[config.mk]
export PLATFORM = sky130hd
export DESIGN_NAME = calc_sequencer
export DESIGN_NICKNAME = d
export VERILOG_FILES = /design/src/rtl/calc_pkg.sv /design/src/rtl/calc_instr_fifo.sv /design/src/rtl/calc_sequencer.sv
export SDC_FILE = /design/constraint.sdc
export NUM_CORES = 1
export LEC_CHECK = 0
export CAP_MARGIN = 5
export CORE_UTILIZATION = 54
export CTS_CLUSTER_SIZE = 40
export DETAILED_ROUTE_END_ITERATION = 10
export GPL_TIMING_DRIVEN = 1
export HOLD_SLACK_MARGIN = 0.05
export PLACE_DENSITY = 0.82
export SETUP_SLACK_MARGIN = 0.1
export SLEW_MARGIN = 20
export SYNTH_ARGS = -nofsm -noshare
export SYNTH_HDL_FRONTEND = slang
export SYNTH_SLANG_ARGS = --single-unit
export TNS_END_PERCENT = 1
[constraint.sdc]
create_clock -name Clk -period 4.41 [get_ports Clk]
set_input_delay 0.882 -clock Clk [delete_from_list [all_inputs] [get_ports Clk]]
set_output_delay 0.882 -clock Clk [all_outputs]
set_load 0.01 [all_outputs]
[src/rtl/calc_pkg.sv]
// Shared definitions for the calculator command sequencer: opcodes,
// instruction layout and sequencer FSM encoding.
package calc_pkg;

   // Datapath and instruction geometry (the calculator fixes these)
   localparam int CALC_DATA_W  = 8;
   localparam int CALC_INSTR_W = 22;
   localparam int CTRL_W       = 4;
   localparam int REG_W        = 3;

   // Instruction field offsets (LSB positions inside the packed word)
   localparam int CTRL_LSB = 18;
   localparam int RW_LSB   = 15;
   localparam int RX_LSB   = 12;
   localparam int RY_LSB   = 9;
   localparam int SEL_BIT  = 8;
   localparam int IMM_LSB  = 0;

   // Calculator ALU opcodes; codes 0xD-0xF are undefined and forwarded as-is
   typedef enum logic [CTRL_W-1:0] {
      CTRL_ADD = 4'h0,
      CTRL_SUB = 4'h1,
      CTRL_AND = 4'h2,
      CTRL_OR  = 4'h3,
      CTRL_XOR = 4'h4,
      CTRL_NOT = 4'h5,
      CTRL_SHL = 4'h6,
      CTRL_SHR = 4'h7,
      CTRL_ROL = 4'h8,
      CTRL_ROR = 4'h9,
      CTRL_INC = 4'hA,
      CTRL_DEC = 4'hB,
      CTRL_EQ  = 4'hC
   } ctrl_e;

   // Packed view of an instruction word; field order matches the bit layout
   typedef struct packed {
      logic [CTRL_W-1:0]      ctrl;
      logic [REG_W-1:0]       rw;
      logic [REG_W-1:0]       rx;
      logic [REG_W-1:0]       ry;
      logic                   sel;
      logic [CALC_DATA_W-1:0] imm;
   } instr_t;

   // Sequencer states: one instruction walks IDLE -> EXEC -> READ -> RESP
   typedef enum logic [1:0] {
      ST_IDLE = 2'd0,
      ST_EXEC = 2'd1,
      ST_READ = 2'd2,
      ST_RESP = 2'd3
   } state_t;

endpackage

[src/rtl/calc_instr_fifo.sv]
// Instruction buffer: synchronous FIFO with one extra pointer bit so that
// full and empty are told apart without a separate occupancy counter.
module calc_instr_fifo #(
   parameter int DEPTH = 4,
   parameter int WIDTH = 22
) (
   input  logic             clk,
   input  logic             rst,
   input  logic             push,
   input  logic [WIDTH-1:0] push_data,
   input  logic             pop,
   output logic [WIDTH-1:0] head,
   output logic             full,
   output logic             empty
);

   localparam int IDX_W = $clog2(DEPTH);
   localparam int PTR_W = IDX_W + 1;

   logic [WIDTH-1:0] mem [DEPTH];
   logic [PTR_W-1:0] wr_ptr;
   logic [PTR_W-1:0] rd_ptr;
   logic             do_push;
   logic             do_pop;

   // Same index with differing wrap bits means the writer lapped the reader
   assign full    = (wr_ptr[IDX_W] != rd_ptr[IDX_W]) &&
                    (wr_ptr[IDX_W-1:0] == rd_ptr[IDX_W-1:0]);
   assign empty   = (wr_ptr == rd_ptr);
   // A full FIFO refuses a push even if the head leaves on the same edge
   assign do_push = push && !full;
   assign do_pop  = pop && !empty;
   assign head    = mem[rd_ptr[IDX_W-1:0]];

   // Pointer update; reset empties the buffer immediately
   always_ff @(posedge clk or posedge rst) begin
      // NOTE: sequential state uses non-blocking assignments so every register
      // samples pre-edge values regardless of block evaluation order.
      if (rst) begin
         wr_ptr <= '0;
         rd_ptr <= '0;
      end else begin
         if (do_push) wr_ptr <= wr_ptr + PTR_W'(1);
         if (do_pop)  rd_ptr <= rd_ptr + PTR_W'(1);
      end
   end

   // Storage write
   always_ff @(posedge clk) begin
      // NOTE: the storage array is not reset; the pointers alone decide which
      // entries are valid, so stale contents are never observed.
      if (do_push) mem[wr_ptr[IDX_W-1:0]] <= push_data;
   end

endmodule

[src/rtl/calc_sequencer.sv]
// Command front-end for simple_calculator: buffers instruction words,
// issues each as a write cycle, reads the destination back on port Y and
// returns {carry, result} over a valid/ready response stream.
module calc_sequencer
   import calc_pkg::*;
#(
   parameter int FIFO_DEPTH = 4,
   parameter int DATA_W     = CALC_DATA_W,
   parameter int INSTR_W    = CALC_INSTR_W
) (
   input  logic               Clk,
   input  logic               Rst,
   input  logic               in_valid,
   output logic               in_ready,
   input  logic [INSTR_W-1:0] in_instr,
   output logic               out_valid,
   input  logic               out_ready,
   output logic [DATA_W:0]    out_data,
   output logic [7:0]         resp_cnt,
   output logic               WEN,
   output logic [2:0]         RW,
   output logic [2:0]         RX,
   output logic [2:0]         RY,
   output logic [DATA_W-1:0]  DataIn,
   output logic               Sel,
   output logic [3:0]         Ctrl,
   input  logic [DATA_W-1:0]  busY,
   input  logic               Carry
);

   state_t             state;
   state_t             state_nxt;
   instr_t             instr_q;
   logic [INSTR_W-1:0] fifo_head;
   logic               fifo_full;
   logic               fifo_empty;
   logic               push;
   logic               pop;
   logic               handshake;
   logic               carry_q;
   logic [DATA_W-1:0]  result_q;

   // in_ready is held low for the whole reset window, not just by full
   assign in_ready  = !fifo_full && !Rst;
   assign push      = in_valid && in_ready;
   // The head is taken only when the sequencer is free for a new instruction
   assign pop       = (state == ST_IDLE) && !fifo_empty;
   assign handshake = out_valid && out_ready;

   calc_instr_fifo #(
      .DEPTH (FIFO_DEPTH),
      .WIDTH (INSTR_W)
   ) u_fifo (
      .clk       (Clk),
      .rst       (Rst),
      .push      (push),
      .push_data (in_instr),
      .pop       (pop),
      .head      (fifo_head),
      .full      (fifo_full),
      .empty     (fifo_empty)
   );

   // FSM state register; reset returns to IDLE at once so WEN drops immediately
   always_ff @(posedge Clk or posedge Rst) begin
      if (Rst) state <= ST_IDLE;
      else     state <= state_nxt;
   end

   // Datapath registers: current instruction, captured carry/result, response count
   always_ff @(posedge Clk or posedge Rst) begin
      if (Rst) begin
         instr_q  <= '0;
         carry_q  <= 1'b0;
         result_q <= '0;
         resp_cnt <= '0;
      end else begin
         if (pop) instr_q <= instr_t'(fifo_head);
         // Carry belongs to the write cycle, result to the read-back cycle
         if (state == ST_EXEC) carry_q  <= Carry;
         if (state == ST_READ) result_q <= busY;
         if (handshake)        resp_cnt <= resp_cnt + 8'd1;
      end
   end

   // Next-state logic and output decode for the calculator and response ports
   always_comb begin
      // NOTE: every output gets a default before the case so no path leaves a
      // signal unassigned, which would otherwise infer a latch.
      state_nxt = state;
      WEN       = 1'b0;
      RW        = '0;
      RX        = '0;
      RY        = '0;
      DataIn    = '0;
      Sel       = 1'b0;
      Ctrl      = '0;
      out_valid = 1'b0;
      out_data  = '0;

      case (state)
         ST_IDLE: begin
            if (!fifo_empty) state_nxt = ST_EXEC;
         end
         ST_EXEC: begin
            // Issue the operation; the calculator writes RW at the closing edge
            Ctrl      = instr_q.ctrl;
            RW        = instr_q.rw;
            RX        = instr_q.rx;
            RY        = instr_q.ry;
            Sel       = instr_q.sel;
            DataIn    = instr_q.imm;
            WEN       = 1'b1;
            state_nxt = ST_READ;
         end
         ST_READ: begin
            // Point read port Y at the register just written; no second write
            Ctrl      = instr_q.ctrl;
            RW        = instr_q.rw;
            RX        = instr_q.rx;
            RY        = instr_q.rw;
            Sel       = instr_q.sel;
            DataIn    = instr_q.imm;
            state_nxt = ST_RESP;
         end
         ST_RESP: begin
            out_valid = 1'b1;
            out_data  = {carry_q, result_q};
            if (out_ready) state_nxt = ST_IDLE;
         end
         default: state_nxt = ST_IDLE;
      endcase
   end

endmodule
== Word level (Yosys, flattened, before mapping) ==
Memories as Yosys holds them, arrays and structs flattened. A register that Yosys moved wholly into a read port is not among the register bits.
Index checks and enable logic that the tools add are counted.

* Add/sub/neg operators: 3
* Multiplexer cells: 14
* Reductions and logical operators: 13
* Eq/ne operators: 8

{| class="wikitable"
|+ Operators by type and width
! kind !! number
|-
| $mux W9 || 1
|-
| $add A8 B1 Y8 const B || 1
|-
| $mux W8 || 1
|-
| $pmux W2 S4 || 1
|-
| $logic_and A1 B1 Y1 || 7
|-
| $add A3 B1 Y3 const B || 2
|-
| $mux W3 || 2
|-
| $pmux W3 S2 || 1
|-
| $mux W1 || 5
|-
| $eq A2 B2 Y1 const B || 2
|-
| $mux W2 || 2
|-
| $mux W4 || 1
|-
| $ne A2 B2 Y1 const B || 2
|-
| $eq A3 B3 Y1 || 1
|-
| $logic_not A1 Y1 || 3
|-
| $eq A2 B1 Y1 const B || 1
|-
| $eq A2 B2 Y1 || 1
|-
| $logic_not A2 Y1 || 1
|-
| $reduce_and A2 Y1 || 1
|-
| $reduce_or A2 Y1 || 1
|-
| $ne A1 B1 Y1 || 1
|}

* Flip-flop bits (word level): 25
* Memories kept: 1
* Bits in writable memories: 88
* Input port bits: 35

{| class="wikitable"
|+ Memory list
! memory !! depth !! bits a word !! rd ports !! clocked after Yosys merged registers in !! wr ports !! RTL line !! source
|-
| u_fifo.mem || 4 || 22 || 1 || 1 || 1 || calc_instr_fifo.sv:20 || <nowiki>logic [WIDTH-1:0] mem [DEPTH];</nowiki>
|}

== Logic depth before layout (Yosys ltp) ==
Gate-level depths: netlist of the first run.

* Depth in word-level cells: 8
* Mapped depth: 5
* Depth with buffers taken out: 5

== Cells and area by module ==
A second synthesis of the first run with hierarchy kept.

* Cells, all modules: 312
* Area, all modules: 5700.5 um^2

{| class="wikitable"
|+ Modules (own cells, without submodules)
! module !! cells an instance !! area an instance (um^2) !! times used
|-
| calc_instr_fifo || 165 || 3694.8 || 1
|-
| calc_sequencer || 147 || 2005.7 || 1
|}

== Worst setup path after synthesis of the first run ==
OpenSTA, ideal clock, no wires.

* Path type: in2reg
* Start point: input port in_valid
* End point: memory u_fifo.mem[0][0] (enable)
* Arrival time: 1.834 ns
* Data required time: 4.029 ns
* Cell stages on the path: 3
* Library setup time: 0.381 ns
* Path slack: 2.196 ns
* Cells stage by stage: nor2b_1 > o31a_1 > and2_1

* Longest elaborated chain between the ends: 4

{| class="wikitable"
|+ RTL lines
! what !! RTL line !! source
|-
| from (decl) || calc_sequencer.sv:13 || <nowiki>input logic in_valid,</nowiki>
|-
| $logic_and A1 B1 Y1 || calc_sequencer.sv:45 || <nowiki>assign push = in_valid && in_ready;</nowiki>
|-
| $logic_and A1 B1 Y1 || calc_instr_fifo.sv:31 || <nowiki>assign do_push = push && !full;</nowiki>
|-
| $mux W1 || calc_instr_fifo.sv:52 || <nowiki>if (do_push) mem[wr_ptr[IDX_W-1:0]] <= push_data;</nowiki>
|-
| $mux W1 (implied by the code) || calc_instr_fifo.sv:52 ||
|-
| to (decl) || calc_instr_fifo.sv:20 ||
|}

No other way between the ends.

== Worst setup path in the final report of the first run ==
* Start point: register state[1]
* End point: output port RX[0]

* Longest elaborated chain between the ends: 3
* Elaborated cells on any way between the ends: 4

{| class="wikitable"
|+ RTL lines
! what !! RTL line !! source
|-
| from (decl) || calc_sequencer.sv:31 || <nowiki>state_t state;</nowiki>
|-
| from (signal assigned) || calc_sequencer.sv:67 || <nowiki>else state <= state_nxt;</nowiki>
|-
| $eq A2 B1 Y1 or $eq A2 B2 Y1 (tied branches) || calc_sequencer.sv:101 || <nowiki>case (state)</nowiki>
|-
| $reduce_or A2 Y1 (no source line) * || - ||
|-
| $mux W3 * || calc_sequencer.sv:101 ||
|-
| to (decl) || calc_sequencer.sv:22 || <nowiki>output logic [2:0] RX,</nowiki>
|}

Every way passes the cells marked *; elsewhere a longest branch is shown, timed or not.

==> summary.txt, run 1 <==
Synthesis
  – Synthesized area: 5510 sq um
  – Syn nets: 342
  – Post-synthesis mux area share: 16.8%
  – Compound-Gate Fraction of Synth Area: 1.68%
  – Fraction of the mapped netlist area in adder cells: 2.27%
  – Number of synthesized flops with an enable pin: 88
  – Synth Register Bits: 135
  – Seq/Total Area, Yosys: 69.3%
  – Post-synthesis async set-or-reset flop share: 34.8%
  – Yosys warns: 0
  – Syn avg cell area: 18.5 sq um
  – Ys flop type: edfxtp_1
  – Cells after synthesis: 297
  – Synth Area in Simple Gates: 5.18%
  – Largest family of logic cells by synthesized area: multiplexers
  – Synth Area in XOR/XNOR: 2.84%
  – Yosys cell types: 28

Routing
  – Vias: 2,883
  – Drt first pass iters: 4
  – Routed vias/inst: 5.42
  – DRT iter0 DRCs: 102
  – Routed WL: 10,100 um
  – ANT nets after route: 0
  – DRC viols: 0
  – Wire per inst: 19.0 um

Global route
  – Largest net degree at the start of global routing: 48
  – Total GRT Usage: 20.8%
  – Number of global-route vias before repair: 2,937
  – First-pass GRT wire length: 15,400 um
  – Antenna violations before repair: 0
  – Grt ovf: 0

Finish
  – Layout Nets: 431
  – Final std cell area, no fill: 6970 sq um
  – Area growth, synth to finish: 26.6%
  – Leading cell types in the layout, fill and taps excluded: edfxtp_1, clkdlybuf4s50_1, dfrtp_1
  – Most common cell after layout, fill and taps aside: edfxtp_1
  – Layout cells sized above 1: 24.3%
  – ANT cells: 0

Floorplanning
  – Die area: 10,600 sq um
  – Core Box Area: 9820 sq um
  – Starting density of the core: 56.1%
  – Die height: 103 um
  – Die width: 103 um
  – Core Rows: 36
  – I/O pins: 77

Hold path
  – Hold EP: resp_cnt[7]$_DFFE_PP0P_
  – Hold_sp: resp_cnt[7]$_DFFE_PP0P_
  – WHS Path Cells: 1
  – Hold Path Class: reg2reg

STA
  – Final hold vios: 0
  – Tightest Pin Transition: 1.02 ns
  – Max-slew violations: 0
  – Max_slew headroom: 32.2%
  – Final worst path period need: 3.53 ns
  – Post-route setup TNS: 0 ns
  – Final Skew: 0.00769 ns
  – RSZ-0062 raised after global routing: false
  – Final setup vio count: 0
  – F_max: 283 MHz
  – Final Cycle Share: 80.0%

Clock network
  – CTS Sinks: 135
  – Root Buffer: clkbuf_8
  – Post-CTS setup buffer count: 0
  – Worst-Skew Late Latency: 0.51 ns
  – Post-CTS Resized: 0
  – Clock transition at the registers of the reported paths: 0.06 ns
  – Clock Path Buffers: 2
  – Cts bufs inserted: 17
  – H-Tree Depth: 4
  – CTS tree: built
  – Hold_buf cts: 0

Run status
  – Outcome: complete, no violations

Critical path
  – CP required: 3.53 ns
  – Arr. time, crit path: 2.65 ns
  – Crit-path cells: inv_1, ha_1, and2_1, clkdlybuf4s50_1
  – Max incr delay on CP: 0.80 ns
  – Slowest cell on crit path: ha_1
  – CP Capture Type: output port
  – WP buf/inv: 2
  – Crit path max-delay family: adder cells
  – Critical Path Source Type: register
  – Crit-path max FO: 23
  – Crit Path Class: reg2out
  – R2R Setup Slk: 2.11 ns
  – R2R depth: 3
  – Reg2reg start: u_fifo.wr_ptr[1]$_DFFE_PP0P_
  – R2r endpoint: u_fifo.mem[3][15]$_DFFE_PP_

Flow run
  – Max Cap Violations: 0

Power and ir drop
  – P_int: 3.58 mW
  – Flop pwr share: 36.0%
  – NetSw: 1.57 mW
  – Pwr dens: 740 nW/um^2
  – Leakage: 2.58 nW
  – Switching share of power: 30.5%
  – Clock Power Share: 25.9%
  – VDD IR max: 0.346 mV
  – Gate power share: 38.1%

Placed design
  – HPWL after detailed placement: 5810 um
  – Buffers on Ports: 76
  – Placed cell area: 6400 sq um
  – GPL Wtd Cong: 0.759
-- per-layer routing --
layer	global-route usage [%]	share of wire, %
met3	6.64	6.1
met2	35.6	51
met1	24.4	41
met4	8.56	1.5
met5	0	0
-- layout make-up --
type,count,area (sq um)
inverters,6,23.8
multi-input cells,144,1590
flip-flops and latches,135,3820
repair buffers,82,806
clock inverters,14,151
well taps,133,166
clock buffers,18,418
fillers,650,2850
-- cells by family after synthesis --
kind of cell	Yosys count
DFF	135
muxes	57
xor gates and xnor gates	17
buffers and inverters	18
AOI/OAI and AO/OA	10
adders and majority gates	10
and+or+nand+nor	50
-- power by group through the flow --
stage                     Clock (mW)  Combinational [mW]  Sequential [mW]
after floorplan                    0                1.30             1.82
after global placement             0                1.91             1.85
after detailed placement           0                1.97             1.87
after CTS                       1.36                2.00             1.86
after global routing            1.42                2.12             1.89
final                           1.34                1.96             1.86
-- synth_stat cells, types with 2 or more instances --
library cell | n | area share, %
buf_6 | 3 | 0.61
buf_4 | 3 | 0.41
ha_1 | 10 | 2.3
dfrtp_1 | 47 | 21
a31oi_1 | 2 | 0.23
xnor2_1 | 8 | 1.3
clkbuf_1 | 6 | 0.41
a22oi_1 | 3 | 0.41
xor2_1 | 8 | 1.3
nor2_1 | 2 | 0.14
nand2_1 | 7 | 0.48
edfxtp_1 | 88 | 48
nand3_1 | 2 | 0.18
mux2_2 | 26 | 5.3
and2_1 | 31 | 3.5
nor3_1 | 2 | 0.18
nor2b_1 | 5 | 0.57
mux4_2 | 21 | 8.6
mux2_4 | 9 | 2.5
inv_1 | 6 | 0.41
-- worst max path at each step --
| stage | startpoint | endpoint | cells after the start |
|---|---|---|---|
| global route | state[1]$_DFFE_PP0P_ | RX[0] | 4 |
| floorplan | in_valid | u_fifo.mem[0][0]$_DFFE_PP_ | 3 |
| finish | state[1]$_DFFE_PP0P_ | RX[0] | 4 |
| CTS | state[1]$_DFFE_PP0P_ | RX[0] | 4 |
| global placement | Rst | in_ready | 3 |
| detailed placement | Rst | in_ready | 3 |
-- worst reg2reg max path, cell delays in order, from the launching register on --
cell      delay (ns)
dfrtp_1         0.49
xor2_1          0.38
o311ai_0        0.25
inv_1           0.80
-- metrics by stage --
step,std cells,utilization (%),power (mW),hold slack (ns),setup slack (ns)
2_1_floorplan,297,-,3.12,0.471,2.20
3_3_place_gp,500,65.2,3.76,0.457,1.45
3_5_place_dp,500,65.2,3.84,0.457,1.42
4_1_cts,532,71.0,5.22,0.470,0.822
5_1_grt,532,71.0,5.42,0.477,0.770
6_report,532,71.0,5.16,0.466,0.881
-- sequential cells by signal, summed over array words and instances (netlist names) --
name           cells
resp_cnt           8
instr_q           22
u_fifo.rd_ptr      3
u_fifo.mem        88
result_q           8
carry_q            1
state              2
u_fifo.wr_ptr      3
Power figures use the tool's default switching activity.
==> run 2: changes to the inputs <==
Clock period 4.41 ns to 3.5 ns, I/O delays scaled along.
==> summary.txt, run 2 (synthesized netlist as in run 1, its figures left out) <==
Finish
  – Number of flip-flops in the largest register: 88
  – Multi-input logic area: 1590 sq um
  – Register area: 3820 sq um
  – Layout Nets: 433
  – Layout cells sized above 1: 24.7%
  – Leading cell types in the layout, fill and taps excluded: edfxtp_1, clkdlybuf4s50_1, dfrtp_1
  – ANT cells: 0
  – Most common cell after layout, fill and taps aside: edfxtp_1
  – Area growth, synth to finish: 26.5%
  – Filler Cells Inserted: 667
  – Non-Filler Instances: 534

STA
  – Final hold vios: 0
  – Post-route setup TNS: 0 ns
  – Final Skew: 0.00570 ns
  – Tightest Pin Transition: 0.586 ns
  – Final setup vio count: 0
  – Max-slew violations: 0
  – Final Cycle Share: 88.2%
  – RSZ-0062 raised after global routing: false
  – Final worst path period need: 3.09 ns
  – Max_slew headroom: 60.9%
  – F_max: 324 MHz

Floorplanning
  – Die height: 103 um
  – Die area: 10,600 sq um
  – Core Rows: 36
  – Core Box Area: 9820 sq um
  – I/O pins: 77
  – Die width: 103 um
  – Starting density of the core: 56.1%

Critical path
  – CP Capture Type: output port
  – R2R Setup Slk: 1.28 ns
  – Critical Path Source Type: register
  – WP depth: 5
  – Crit-path max FO: 12
  – WP buf/inv: 2
  – CP required: 2.80 ns
  – Slowest cell on crit path: clkdlybuf4s50_1
  – Crit path max-delay family: buffers and inverters
  – Crit Path Class: reg2out
  – Arr. time, crit path: 2.39 ns
  – Crit-path cells: inv_1, ha_1, a22oi_1, nor2b_1, clkdlybuf4s50_1
  – Max incr delay on CP: 0.55 ns
  – R2R depth: 5

Clock network
  – Worst-Skew Late Latency: 0.50 ns
  – Clock transition at the registers of the reported paths: 0.06 ns
  – Clock Path Buffers: 2
  – CTS tree: built
  – Cts bufs inserted: 17
  – CTS Sinks: 135
  – Post-CTS setup buffer count: 0
  – Root Buffer: clkbuf_8
  – H-Tree Depth: 4

Hold path
  – WHS Path Cells: 1
  – Hold Path Class: reg2reg

Flow run
  – Max Cap Violations: 0

Global route
  – Number of global-route vias before repair: 3,090
  – Total GRT Usage: 22.0%
  – First-pass GRT wire length: 16,100 um
  – Grt ovf: 0
  – Largest net degree at the start of global routing: 27
  – Antenna violations before repair: 0

Routing
  – Routed vias/inst: 5.46
  – Drt first pass iters: 4
  – ANT nets after route: 0
  – Wire per inst: 19.5 um
  – DRT iter0 DRCs: 179
  – Routed WL: 10,400 um
  – DRC viols: 0
  – Vias: 2,918

Placed design
  – Buffers on Ports: 76
  – Inst Count DP: 502
  – HPWL after detailed placement: 6100 um
  – GPL Wtd Cong: 0.766

Run status
  – Outcome: complete, no violations

Power and ir drop
  – Pwr dens: 927 nW/um^2
  – VDD IR max: 0.490 mV
  – Leakage: 2.59 nW
[run 2: final timing paths]
path,from,endpoint
max,state[0]$_DFFE_PP0P_,RY[0]
min,resp_cnt[7]$_DFFE_PP0P_,resp_cnt[7]$_DFFE_PP0P_
max reg2reg,u_fifo.rd_ptr[0]$_DFFE_PP0P_,u_fifo.mem[2][8]$_DFFE_PP_
min reg2reg,resp_cnt[7]$_DFFE_PP0P_,resp_cnt[7]$_DFFE_PP0P_
max in group asynchronous,Rst,instr_q[6]$_DFFE_PP0P_
min in group asynchronous,Rst,u_fifo.wr_ptr[2]$_DFFE_PP0P_
[run 2: layer usage]
layer / up-vias / track usage [%] / wire length, um
met3: 17 / 6.64 / 541
met4: 0 / 8.88 / 174
met2: 102 / 38.5 / 5480
met1: 1492 / 25.3 / 4200
met5: - / 0 / 0
li1: 1307 / - / -
[run 2: area by class of cell]
| type | instances | area share (%) |
|---|---|---|
| clock buffer | 19 | 6.05 |
| clock inverter | 13 | 1.80 |
| inverter | 6 | 0.323 |
| multi-input combinational | 144 | 22.8 |
| sequential | 135 | 54.8 |
| tap | 133 | 2.39 |
| timing repair buffer | 84 | 11.8 |
[run 2: through the flow]
stage / setup WS [ns] / power [mW] / util, % / hold slack (ns) / instance area, sq um
4_1_cts: 0.187 / 6.51 / 70.9 / 0.480 / 6960
5_1_grt: 0.231 / 6.80 / 70.9 / 0.492 / 6970
3_5_place_dp: 0.758 / 4.85 / 65.3 / 0.472 / 6420
3_3_place_gp: 0.794 / 4.75 / 65.3 / 0.455 / 6420
2_1_floorplan: 1.47 / 3.93 / - / 0.471 / 5510
6_report: 0.413 / 6.46 / 70.9 / 0.470 / 6970
[run 2: power by group]
part           internal (mW)  leakage (nW)  switching, mW
sequential              2.11          1.36          0.222
clock                  0.950         0.263          0.668
combinational           1.40         0.968           1.11
[run 2: timing repair]
action                                  CTS  global route
endpoints found under the setup margin    0            10
gates resized for setup                   0             1
endpoints found under the hold margin     0             0
hold buffers                              0             0
==> run 3: changes to the inputs <==
Settings changed: HOLD_SLACK_MARGIN 0.05 to 0.06.
==> results of run 3 <==
No change in the layout: final DEF, timing and power equal those of run 2.
